`config.mk`:
```
export PLATFORM = sky130hd
export DESIGN_NAME = custom_fifo_rd_ctrl
export DESIGN_NICKNAME = d
export VERILOG_FILES = /design/src/rtl/custom_fifo_rd_ctrl.sv
export SDC_FILE = /design/constraint.sdc
export NUM_CORES = 1
export LEC_CHECK = 0
export ABC_CLOCK_PERIOD_IN_PS = 6570
export CAP_MARGIN = 15
export CELL_PAD_IN_SITES_DETAIL_PLACEMENT = 1
export CELL_PAD_IN_SITES_GLOBAL_PLACEMENT = 1
export CORE_ASPECT_RATIO = 1.25
export CORE_MARGIN = 2
export CORE_UTILIZATION = 40
export CTS_BUF_LIST = sky130_fd_sc_hd__clkbuf_4
export DETAILED_ROUTE_END_ITERATION = 12
export PLACE_DENSITY_LB_ADDON = 0.05
export SLEW_MARGIN = 40
export SYNTH_ARGS = -nofsm -noshare
export SYNTH_HDL_FRONTEND = slang
export SYNTH_SLANG_ARGS = --single-unit
```
`constraint.sdc`:
```
create_clock -name rclk_i -period 6.57 [get_ports rclk_i]
set_input_delay 0.9855 -clock rclk_i [delete_from_list [all_inputs] [get_ports rclk_i]]
set_output_delay 0.9855 -clock rclk_i [all_outputs]
set_load 0.03 [all_outputs]
```
`src/rtl/custom_fifo_rd_ctrl.sv`:
```
// Read-side controller for the asynchronous FIFO: synchronizes the write Gray pointer,
// owns the read pointer and empty flag, and presents popped words on a valid/ready port.
module custom_fifo_rd_ctrl #(
    parameter int ADDRSIZE = 4,
    parameter int DATASIZE = 8
) (
    input  logic                rclk_i,
    input  logic                rrst_n_i,
    input  logic [ADDRSIZE:0]   wptr_gray_i,
    input  logic [DATASIZE-1:0] mem_dout_i,
    input  logic                dready_i,
    output logic [ADDRSIZE-1:0] rd_addr_o,
    output logic [ADDRSIZE:0]   rptr_gray_o,
    output logic                ren_o,
    output logic                fifo_empty_o,
    output logic [DATASIZE-1:0] dout_o,
    output logic                dvalid_o,
    output logic [ADDRSIZE:0]   rlevel_o
);

    localparam int PW = ADDRSIZE + 1;

    function automatic logic [PW-1:0] gray2bin(input logic [PW-1:0] g);
        logic [PW-1:0] b;
        b[PW-1] = g[PW-1];
        for (int i = PW - 2; i >= 0; i--) begin
            b[i] = b[i+1] ^ g[i];
        end
        return b;
    endfunction

    function automatic logic [PW-1:0] bin2gray(input logic [PW-1:0] b);
        return b ^ (b >> 1);
    endfunction

    logic [PW-1:0]       wq1_r;
    logic [PW-1:0]       wq2_r;
    logic [PW-1:0]       rbin_r;
    logic [PW-1:0]       rgray_r;
    logic                empty_r;
    logic [DATASIZE-1:0] dout_r;
    logic                dvalid_r;

    logic                pop_s;
    logic [PW-1:0]       rbin_next_s;
    logic [PW-1:0]       rgray_next_s;
    logic                empty_next_s;
    logic [PW-1:0]       level_s;

    // Pop decision, next read pointer and next empty state.
    always_comb begin
        pop_s        = 1'b0;
        rbin_next_s  = rbin_r;
        rgray_next_s = rgray_r;
        empty_next_s = 1'b1;
        level_s      = {PW{1'b0}};

        pop_s        = ~empty_r & (~dvalid_r | dready_i);
        rbin_next_s  = rbin_r + {{ADDRSIZE{1'b0}}, pop_s};
        rgray_next_s = bin2gray(rbin_next_s);
        // Compared against the current synchronized pointer: may be pessimistically empty
        // for one cycle but never falsely non-empty.
        empty_next_s = (rgray_next_s == wq2_r);
        level_s      = gray2bin(wq2_r) - rbin_r;
    end

    // Two-flop synchronizer for the write-domain Gray pointer.
    always_ff @(posedge rclk_i or negedge rrst_n_i) begin
        if (!rrst_n_i) begin
            wq1_r <= {PW{1'b0}};
            wq2_r <= {PW{1'b0}};
        end else begin
            wq1_r <= wptr_gray_i;
            wq2_r <= wq1_r;
        end
    end

    // Read pointer (binary and Gray) and registered empty flag.
    always_ff @(posedge rclk_i or negedge rrst_n_i) begin
        if (!rrst_n_i) begin
            rbin_r  <= {PW{1'b0}};
            rgray_r <= {PW{1'b0}};
            empty_r <= 1'b1;
        end else begin
            rbin_r  <= rbin_next_s;
            rgray_r <= rgray_next_s;
            empty_r <= empty_next_s;
        end
    end

    // Output data register: loads on pop, holds while stalled, drops valid once taken.
    always_ff @(posedge rclk_i or negedge rrst_n_i) begin
        if (!rrst_n_i) begin
            dout_r   <= {DATASIZE{1'b0}};
            dvalid_r <= 1'b0;
        end else if (pop_s) begin
            dout_r   <= mem_dout_i;
            dvalid_r <= 1'b1;
        end else if (dready_i) begin
            dout_r   <= dout_r;
            dvalid_r <= 1'b0;
        end else begin
            dout_r   <= dout_r;
            dvalid_r <= dvalid_r;
        end
    end

    assign rd_addr_o    = rbin_r[ADDRSIZE-1:0];
    assign rptr_gray_o  = rgray_r;
    assign ren_o        = pop_s;
    assign fifo_empty_o = empty_r;
    assign dout_o       = dout_r;
    assign dvalid_o     = dvalid_r;
    assign rlevel_o     = level_s;

endmodule

```
==> reports/metrics.yaml, run 1 <==
drt:
  viasPerCell: 4.702
  drc: 0
  wl_met3_um: 142
  wl_per_cell_um: 13.32
  wl_met2_mm: 1.289
  final_antenna_net_count: 0
  wirelength_mm: 2.371
  vias: 837
  dr.pass1.iters: 4
  top_layer: "met4"
  wl_met1_um: 924
  drt_iter0_drc: 5
floorplanning:
  coreArea_um2: 2973
  dieArea_um2: 3635
  initial_core_util: 0.4259
  die_w_um: 54.33
  rows: 22
  ios: 41
  die_h_um: 66.91
power:
  swShare: 0.4352
  ir_worst_vdd_v: 0.0003084
  p_switching_mw: 0.4321
  combinationalPowerShare: 0.617
  clockPowerShare: 0.107
  p_seq_frac: 0.276
  power_density_nw_per_um2: 559.2
  internal-power_mw: 0.5608
  leakage_nw: 0.8009
global_route:
  gr-total-overflow: 0
  antenna_found_initial: 0
  grt_max_degree: 30
  grt_pass1_wl_mm: 3.870
  grt_pass1_vias: 883
  track_usage: 0.1541
sta:
  period_needed_ps: 4293
  setup_ws_ps: 2277
  setup_violations: 0
  fin_worst_skew_ps: 13.06
  max_slew.worst_pin.slew_ps: 585.6
  hold-worst-slack_ps: 354.4
  slew_violations: 0
  slew_headroom: 0.6096
  max_freq_ghz: 0.2329
  hold_viol: 0
  finalCritPeriodShare: 0.6535
  tns_ps: 0
  rsz0062_at_grt: "no"
placed_design:
  postPlaceCellArea_um2: 1719
  place_congestion: 0.8187
  dp_hpwl_mm: 1.775
  place_inst: 170
  post-place-ws_ps: 2574
  port_buffers: 40
clock_tree:
  clock-root-buffer: "clkbuf_4"
  clk_pin_slew_worst_paths_ps: 100
  cts_made_buffers: 5
  ctsHtreeMaxLevel: 2
  cts.sinks: 29
  cts_tree: "built"
  hold_buffers: 0
  clk_latency_ps: 320
  cts_setup_buffers: 0
  cts_buffer_depth: 2
  cts_resized: 0
logic_synthesis:
  ys_ff_latch: 29
  synth_fa_ha_area_frac: 0.07510
  synth_mux_area_frac: 0.07115
  synth_area_leader_cell: "dfrtp_1"
  syn_area_um2: 1266
  ys.flop_type: "dfrtp_1"
  synth_top_family_by_area: "XOR/XNOR gates"
  ys_seq_area_frac: 0.5741
  synthDistinctLibCells: 21
  async_flop_share: 1.000
  synth_compound_area_frac: 0.04249
  syn_nets: 116
  yosys.area_share.xor_xnor: 0.1621
  synth_common_cells: "dfrtp_1 (28), inv_1 (12), xnor2_1 (11), mux2_2 (8), xor2_1 (8)"
  syn_inst: 93
  syn_area_per_cell_um2: 13.62
  synth-edff-count: 0
  synth_area_leaders: "dfrtp_1 (55%), xnor2_1 (7.6%), mux2_2 (7.1%)"
  synth_warnings: 0
  synth_simple_gate_area_frac: 0.03656
  synth_top_area_frac: 0.5534
  yosysMostFrequentCell: "dfrtp_1"
hold_path:
  holdPathEnd: "wq2_r[0]$_DFF_PN0_"
  hp-class: "reg2reg"
  min_from: "wq1_r[0]$_DFF_PN0_"
  min_path_cells: 0
final_layout:
  drive_gt1_frac: 0.1549
  nets: 164
  area_growth_pct: 40.22
  final_cells: 178
  n_antenna_cell: 0
  fin_area_um2: 1775
critical_path:
  cp.arrival_ps: 3310
  reg2reg_slack_ps: 3780
  r2r_cells: 7
  path_class: "reg2out"
  crit_path_frequent_cell: "xor2_1"
  endpoint_kind: "primary output"
  critPathLaunchType: "flop"
  critPathMaxFanout: 3
  critPathRequiredTime_ps: 5580
  max_stage_delay_ps: 680
  r2r_start: "dvalid_o$_DFFE_PN0P_"
  crit_chain: "xor2_1 > xnor2_1 > xor2_1 > xor2_1 > ha_1 > fa_1 > inv_1 > a21o_1 > a21oi_1 > xnor2_1 > clkdlybuf4s50_1"
  cp_slowest_cell: "clkdlybuf4s50_1"
  cp_top_family: "XOR/XNOR gates"
  rr_endpoint: "fifo_empty_o$_DFF_PN1_"
  crit_buf_inv: 2
  crit_path_start: "wq2_r[3]$_DFF_PN0_"
job:
  maxCapViolations: 0
run_status:
  run_status: "complete, no violations"
worst max path at each step:
stage | end | slack (ps) | depth (start not counted)
3_5_place_dp | rlevel_o[4] | 2570 | 11
6_report | rlevel_o[4] | 2280 | 11
2_1_floorplan | rlevel_o[4] | 3050 | 10
4_1_cts | rlevel_o[4] | 2200 | 11
3_3_place_gp | fifo_empty_o$_DFF_PN1_ | 2650 | 9
5_1_grt | rlevel_o[4] | 2040 | 11
worst reg2reg max path, delay by kind of cell (launching register included):
family	cells	cell delay, ps
AO/OA/AOI/OAI	2	710
flip-flops	1	410
AND/OR/NAND/NOR	1	480
XOR/XNOR	2	550
adder cells (fa/ha/maj)	2	560
area by class of cell:
class | count | area, um^2
multi-input combinational | 51 | 490.5
clock inverter | 1 | 3.754
inverter | 13 | 48.80
sequential | 29 | 726.9
clock buffer | 7 | 52.55
fill | 320 | 1197
tap | 36 | 45.04
timing repair buffer | 41 | 407.9
state kept, by name, summed over array words and instances (netlist names):
| name | cells |
|---|---|
| rbin_r | 5 |
| dvalid_o | 1 |
| fifo_empty_o | 1 |
| wq1_r | 5 |
| dout_o | 8 |
| rptr_gray_o | 4 |
| wq2_r | 5 |
power by group through the flow:
stage | clock (mW) | combinational, mW | sequential [mW]
3_5_place_dp | 0 | 0.618 | 0.278
5_1_grt | 0.119 | 0.659 | 0.282
4_1_cts | 0.113 | 0.622 | 0.276
2_1_floorplan | 0 | 0.306 | 0.366
6_report | 0.107 | 0.612 | 0.274
3_3_place_gp | 0 | 0.611 | 0.276
placed cells by master, fill, tap and decap left out:
cell type | synthesis | routed
a21o_1 | 2 | 2
a21oi_1 | 2 | 2
a21oi_2 | 1 | 1
a221oi_2 | 1 | 1
buf_4 | 0 | 1
clkbuf_4 | 0 | 7
clkdlybuf4s50_1 | 0 | 40
clkinv_1 | 0 | 1
dfrtp_1 | 28 | 28
dfstp_2 | 1 | 1
fa_1 | 1 | 1
ha_1 | 6 | 6
inv_1 | 12 | 12
inv_2 | 1 | 1
mux2_2 | 8 | 8
nand2_1 | 2 | 2
nand3_1 | 3 | 3
nand3b_1 | 1 | 1
o21ai_0 | 1 | 1
or3_2 | 1 | 1
or3b_1 | 1 | 1
xnor2_1 | 11 | 11
xnor2_2 | 1 | 1
xnor3_1 | 1 | 1
xor2_1 | 8 | 8
per-stage QoR:
| step | total power [mW] | util |
|---|---|---|
| after floorplan | 0.6718 | - |
| after global placement | 0.8866 | 0.5783 |
| after detailed placement | 0.8961 | 0.5783 |
| after CTS | 1.010 | 0.5972 |
| after global routing | 1.060 | 0.5972 |
| final | 0.9929 | 0.5972 |
logic make-up (layout without fill, tap and decap cells):
family,after synthesis,after routing
muxes,8,8
buffers and inverters,13,62
xor gates and xnor gates,21,21
DFF,29,29
AOI/OAI and AO/OA,7,7
adders and majority gates,7,7
and+or+nand+nor,8,8
metal layers:
| metal | GRT usage | vias up |
|---|---|---|
| met1 | 0.1625 | 410 |
| met5 | 0 | - |
| met2 | 0.2605 | 30 |
| met3 | 0.06502 | 2 |
| li1 | - | 395 |
| met4 | 0.06563 | 0 |
Note: power is estimated with default switching activity, not from simulation.
==> run 2: changes to the inputs <==
- ABC_CLOCK_PERIOD_IN_PS: 6570 -> 3900
- CORE_UTILIZATION: 40 -> 33
- clock period: 6.57 -> 3.9 ns (I/O delays scaled with it)
==> reports/metrics.yaml, run 2 (synthesis gave the netlist of run 1 again) <==
placed_design:
  port_buffers: 40  # unchanged
  place_congestion: 0.7444  # was 0.8187
  dp_hpwl_mm: 1.972  # was 1.775 mm
critical_path:
  crit_chain: "xor2_1 > xnor2_1 > xor2_2 > xor2_1 > ha_1 > fa_1 > xnor2_1 > clkdlybuf4s50_1"  # was xor2_1 > xnor2_1 > xor2_1 > xor2_1 > ha_1 > fa_1 > inv_1 > a21o_1 > a21oi_1 > xnor2_1 > clkdlybuf4s50_1
  reg2reg_slack_ps: 1460  # was 3780 ps
  max_stage_delay_ps: 680  # about the same
  cp_slowest_cell: "clkdlybuf4s50_1"  # unchanged
  critPathMaxFanout: 3  # unchanged
  critPathLaunchType: "flop"  # unchanged
  crit_path_end: "rlevel_o[2]"  # was rlevel_o[4]
  rr_endpoint: "fifo_empty_o$_DFF_PN1_"  # unchanged
  cp.arrival_ps: 3080  # was 3310 ps
  r2r_start: "dvalid_o$_DFFE_PN0P_"  # unchanged
  crit_path_start: "wq2_r[3]$_DFF_PN0_"  # unchanged
  path_class: "reg2out"  # unchanged
  endpoint_kind: "primary output"  # unchanged
  critPathRequiredTime_ps: 3310  # was 5580 ps
  r2r_cells: 7  # unchanged
clock_tree:
  cts.sinks: 29  # unchanged
  hold_buffers: 0  # unchanged
  ctsHtreeMaxLevel: 2  # unchanged
  cts_buffer_depth: 2  # unchanged
  cts_made_buffers: 5  # unchanged
  clk_latency_ps: 330  # was 320 ps
  cts_tree: "built"  # unchanged
  clock-root-buffer: "clkbuf_4"  # unchanged
  clk_pin_slew_worst_paths_ps: 90  # was 100 ps
global_route:
  antenna_found_initial: 0  # unchanged
  grt_max_degree: 30  # unchanged
  grt_pass1_vias: 962  # was 883
  track_usage: 0.1403  # was 0.1541
  grt_pass1_wl_mm: 4.381  # was 3.870 mm
  gr-total-overflow: 0  # unchanged
drt:
  wirelength_mm: 2.473  # was 2.371 mm
  dr.pass1.iters: 3  # was 4
  final_antenna_net_count: 0  # unchanged
  drc: 0  # unchanged
  drt_iter0_drc: 6  # was 5
  wl_per_cell_um: 13.51  # was 13.32 um
  vias: 842  # was 837
  viasPerCell: 4.601  # was 4.702
final_layout:
  n_antenna_cell: 0  # unchanged
  drive_gt1_frac: 0.1748  # was 0.1549
  layout_common_cells: "clkdlybuf4s50_1 (38), dfrtp_1 (28), inv_1 (12)"  # was clkdlybuf4s50_1 (40), dfrtp_1 (28), inv_1 (12)
  fill_cells: 405  # was 320
  post-route-util: 0.4824  # was 0.5972
  layout.area.seq_um2: 726.9  # unchanged
  layout_commonest_cell: "clkdlybuf4s50_1"  # unchanged
  area_growth_pct: 41.80  # was 40.22%
  nets: 165  # was 164
  multi_input_area_um2: 498.0  # was 490.5 um^2
  largest_reg_flops: 8  # unchanged
run_status:
  run_status: "complete, no violations"  # unchanged
sta:
  max_slew.worst_pin.slew_ps: 445.3  # was 585.6 ps
  tns_ps: 0  # unchanged
  period_needed_ps: 3667
  setup_violations: 0  # unchanged
  max_freq_ghz: 0.2727
  rsz0062_at_grt: "no"  # unchanged
  hold_viol: 0  # unchanged
  fin_worst_skew_ps: 8.541  # was 13.06 ps
  slew_headroom: 0.7021  # was 0.6096
  finalCritPeriodShare: 0.9403
  hold-worst-slack_ps: 354.9  # was 354.4 ps
  slew_violations: 0  # unchanged
floorplanning:
  dieArea_um2: 4352  # was 3635 um^2
  rows: 25  # was 22
  die_h_um: 73.26  # was 66.91 um
  ios: 41  # unchanged
  coreArea_um2: 3722  # was 2973 um^2
  die_w_um: 59.41  # was 54.33 um
  initial_core_util: 0.3402  # was 0.4259
job:
  maxCapViolations: 0  # unchanged
hold_path:
  hp-class: "reg2reg"  # unchanged
power:
  leakage_nw: 0.8192  # was 0.8009 nW
  power_density_nw_per_um2: 923.5  # was 559.2 nW/um^2
  ir_worst_vdd_v: 0.0002568  # was 0.0003084 V
  power_mw: 1.658  # was 0.9929 mW
run 2: cell types whose count changed in the layout (fill, tap and decap cells not counted):
cell             change
clkdlybuf4s50_1      -2
clkinv_2             +2
buf_4                +1
clkbuf_4             -1
clkinv_1             -1
dlygate4sd2_1        +1
dlymetal6s2s_1       +1
xor2_1               -1
xor2_2               +1
run 2: worst max-delay path: cells and delay by family (launching register included):
| family | cells | cell delay (ps) |
|---|---|---|
| xor gates and xnor gates | 5 | 1030 |
| buffers and inverters | 1 | 680 |
| adders and majority gates | 2 | 610 |
| DFF | 1 | 420 |
run 2: stage by stage:
step	std cells	instance area, um^2	worst slack, ps
floorplan	93	1266	781.7
global placement	175	1732	384.6
global route	183	1795	10.08
finish	183	1795	233.0
CTS	183	1785	92.14
detailed placement	175	1732	274.9
run 2: final cells by class:
type                            count  share of cell area
Clock inverter                      2            0.005575
Inverter                           13             0.02718
Multi-Input combinational cell     51              0.2774
Clock buffer                        6             0.02509
Tap cell                           40             0.02787
Sequential cell                    29              0.4049
Timing Repair Buffer               42              0.2321
run 2: worst min-delay path by stage:
stage / startpoint / to / slack, ps / depth (start not counted)
global placement: wq1_r[2]$_DFF_PN0_ / wq2_r[2]$_DFF_PN0_ / 330 / 0
finish: wq1_r[2]$_DFF_PN0_ / wq2_r[2]$_DFF_PN0_ / 350 / 0
detailed placement: wq1_r[2]$_DFF_PN0_ / wq2_r[2]$_DFF_PN0_ / 340 / 0
global route: wq1_r[1]$_DFF_PN0_ / wq2_r[1]$_DFF_PN0_ / 380 / 0
CTS: wq1_r[2]$_DFF_PN0_ / wq2_r[2]$_DFF_PN0_ / 360 / 0
floorplan: rrst_n_i / dout_o[0]$_DFFE_PN0P_ / 290 / 0
run 2: power by group:
part           internal [mW]  switching (mW)
Combinational          0.461           0.561
Clock                 0.0754           0.100
Sequential             0.393          0.0679
run 2: per-layer routing:
metal,part of all wire,global-route usage
met2,0.55,0.2393
met1,0.35,0.1425
met4,0.030,0.08333
met5,0,0
met3,0.064,0.05282
run 2: repair_timing:
| action | in CTS | in global routing |
|---|---|---|
| pin swaps | 0 | 0 |
| gates resized for setup | 1 | 2 |
| hold endpoints to repair | 0 | 0 |
| endpoints found under the setup margin | 1 | 3 |
| setup buffers | 0 | 0 |
==> run 3: changes to the inputs <==
- ABC_CLOCK_PERIOD_IN_PS: 3900 -> 3950
- CORE_UTILIZATION: 33 -> 37
- CTS_CLUSTER_SIZE: default -> 30
- clock period: 3.9 -> 3.95 ns (I/O delays scaled with it)
==> reports/metrics.yaml, run 3 (synthesis gave the netlist of run 1 again) <==
run_status:
  run_status: "complete, no violations"  # unchanged
critical_path:
  cp.arrival_ps: 3060  # was 3080 ps
  reg2reg_slack_ps: 1490  # was 1460 ps
  critPathRequiredTime_ps: 3360  # was 3310 ps
  critPathLaunchType: "flop"  # unchanged
  critPathMaxFanout: 3  # unchanged
  endpoint_kind: "primary output"  # unchanged
  path_class: "reg2out"  # unchanged
final_layout:
  fin_area_um2: 1788  # was 1795 um^2
  fill_cells: 347  # was 405
  layout.area.seq_um2: 726.9  # unchanged
  nets: 165  # unchanged
  largest_reg_flops: 8  # unchanged
  layout_commonest_cell: "clkdlybuf4s50_1"  # unchanged
  area_growth_pct: 41.21  # was 41.80%
  drive_gt1_frac: 0.1608  # was 0.1748
  layout_common_cells: "clkdlybuf4s50_1 (39), dfrtp_1 (28), inv_1 (12)"  # was clkdlybuf4s50_1 (38), dfrtp_1 (28), inv_1 (12)
  post-route-util: 0.5498  # was 0.4824
  multi_input_area_um2: 498.0  # unchanged
  n_antenna_cell: 0  # unchanged
global_route:
  antenna_found_initial: 0  # unchanged
  gr-total-overflow: 0  # unchanged
  grt_max_degree: 30  # unchanged
  globalRouteMet3Util: 0.05410  # was 0.05282
  grt.busiest_layer: "met2"  # unchanged
  grt_use_met1: 0.1569  # was 0.1425
  grt_use_met2: 0.2601  # was 0.2393
  track_usage: 0.1521  # was 0.1403
  grt_pass1_vias: 1007  # was 962
  grt_pass1_wl_mm: 4.498  # was 4.381 mm
sta:
  slew_violations: 0  # unchanged
  finalCritPeriodShare: 0.9249
  tns_ps: 0  # unchanged
  max_freq_ghz: 0.2737
  max_slew.worst_pin.slew_ps: 442.9  # was 445.3 ps
  slew_headroom: 0.7038  # was 0.7021
  period_needed_ps: 3653
  rsz0062_at_grt: "no"  # unchanged
  setup_violations: 0  # unchanged
  fin_worst_skew_ps: 11.71  # was 8.541 ps
  hold_viol: 0  # unchanged
  hold-worst-slack_ps: 348.0  # was 354.9 ps
placed_design:
  postPlaceCellArea_um2: 1728  # was 1732 um^2
  dp_hpwl_mm: 2.004  # was 1.972 mm
  place_congestion: 0.7557  # was 0.7444
  port_buffers: 40  # unchanged
drt:
  wl_per_cell_um: 13.83  # was 13.51 um
  final_antenna_net_count: 0  # unchanged
  wirelength_mm: 2.489  # was 2.473 mm
  drc: 0  # unchanged
  dr.pass1.iters: 2  # was 3
  vias: 854  # was 842
  drt_iter0_drc: 10  # was 6
  viasPerCell: 4.744  # was 4.601
floorplanning:
  ios: 41  # unchanged
  die_h_um: 69.41  # was 73.26 um
  dieArea_um2: 3909  # was 4352 um^2
  die_w_um: 56.33  # was 59.41 um
  initial_core_util: 0.3894  # was 0.3402
  rows: 23  # was 25
  coreArea_um2: 3252  # was 3722 um^2
clock_tree:
  clock-root-buffer: "clkbuf_4"  # unchanged
  cts_setup_buffers: 0  # unchanged
  cts_made_buffers: 5  # unchanged
  cts_buffer_depth: 2  # unchanged
  cts.sinks: 29  # unchanged
  clk_latency_ps: 320  # was 330 ps
  ctsHtreeMaxLevel: 2  # unchanged
  clk_pin_slew_worst_paths_ps: 90  # about the same
  cts_tree: "built"  # unchanged
power:
  leakage_nw: 0.8124  # was 0.8192 nW
  swShare: 0.4415  # was 0.4396
  p_switching_mw: 0.7247  # was 0.7289 mW
  internal-power_mw: 0.9166  # was 0.9291 mW
  clockPowerShare: 0.098  # was 0.106
  ir_worst_vdd_v: 0.0005473  # was 0.0002568 V
  p_seq_frac: 0.275  # was 0.278
  combinationalPowerShare: 0.627  # was 0.616
  power_density_nw_per_um2: 918.0  # was 923.5 nW/um^2
hold_path:
  hp-class: "reg2reg"  # unchanged
job:
  maxCapViolations: 0  # unchanged
-- run 3: worst max-delay path, stage by stage, from the launching register on --
cell             delay (ps)
dfrtp_1                 410
xor2_1                  200
xnor2_1                 280
xor2_2                  270
xor2_1                  180
ha_1                    200
inv_1                    50
a21o_1                  180
a21oi_1                 180
xnor2_1                 140
clkdlybuf4s50_1         680
-- run 3: final timing paths --
check	startpoint	to	cells after the start
worst max register to register	dvalid_o$_DFFE_PN0P_	fifo_empty_o$_DFF_PN1_	7
worst min-delay path	wq1_r[2]$_DFF_PN0_	wq2_r[2]$_DFF_PN0_	0
worst min register to register	wq1_r[2]$_DFF_PN0_	wq2_r[2]$_DFF_PN0_	0
min in group asynchronous	rrst_n_i	wq2_r[2]$_DFF_PN0_	2
worst max-delay path	wq2_r[3]$_DFF_PN0_	rlevel_o[3]	10
max in group asynchronous	rrst_n_i	fifo_empty_o$_DFF_PN1_	2
-- run 3: stage by stage --
step                power (mW)  cells  worst slack (ps)
floorplan                1.117     93             824.2
global placement         1.480    172             429.6
detailed placement       1.505    172             327.5
CTS                      1.679    180             45.31
global route             1.762    180             49.73
finish                   1.641    180             296.8
-- run 3: what timing repair did --
action | in CTS | in global routing
pin swaps | 0 | 0
endpoints found under the setup margin | 1 | 1
gates resized for setup | 1 | 1
hold buffers | 0 | 0
-- run 3: routing by layer --
| metal | routed length (um) | vias to the layer above | part of all wire |
|---|---|---|---|
| li1 | - | 396 | - |
| met1 | 929 | 420 | 0.37 |
| met2 | 1325 | 30 | 0.53 |
| met3 | 143 | 8 | 0.057 |
| met4 | 92 | 0 | 0.037 |
| met5 | 0 | - | 0 |
-- run 3: area by class of cell --
cell class / instances / area share
Tap cell: 37 / 0.02589
Timing Repair Buffer: 42 / 0.2337
Clock buffer: 5 / 0.02099
Multi-Input combinational cell: 51 / 0.2785
Inverter: 13 / 0.02729
Sequential cell: 29 / 0.4066
Clock inverter: 3 / 0.006998
-- run 3: power groups by stage --
stage / registers, mW / logic (mW) / clock network (mW)
after floorplan: 0.609 / 0.508 / 0
after global placement: 0.459 / 1.02 / 0
after detailed placement: 0.461 / 1.04 / 0
after CTS: 0.455 / 1.05 / 0.173
after global routing: 0.468 / 1.11 / 0.188
final: 0.452 / 1.03 / 0.161
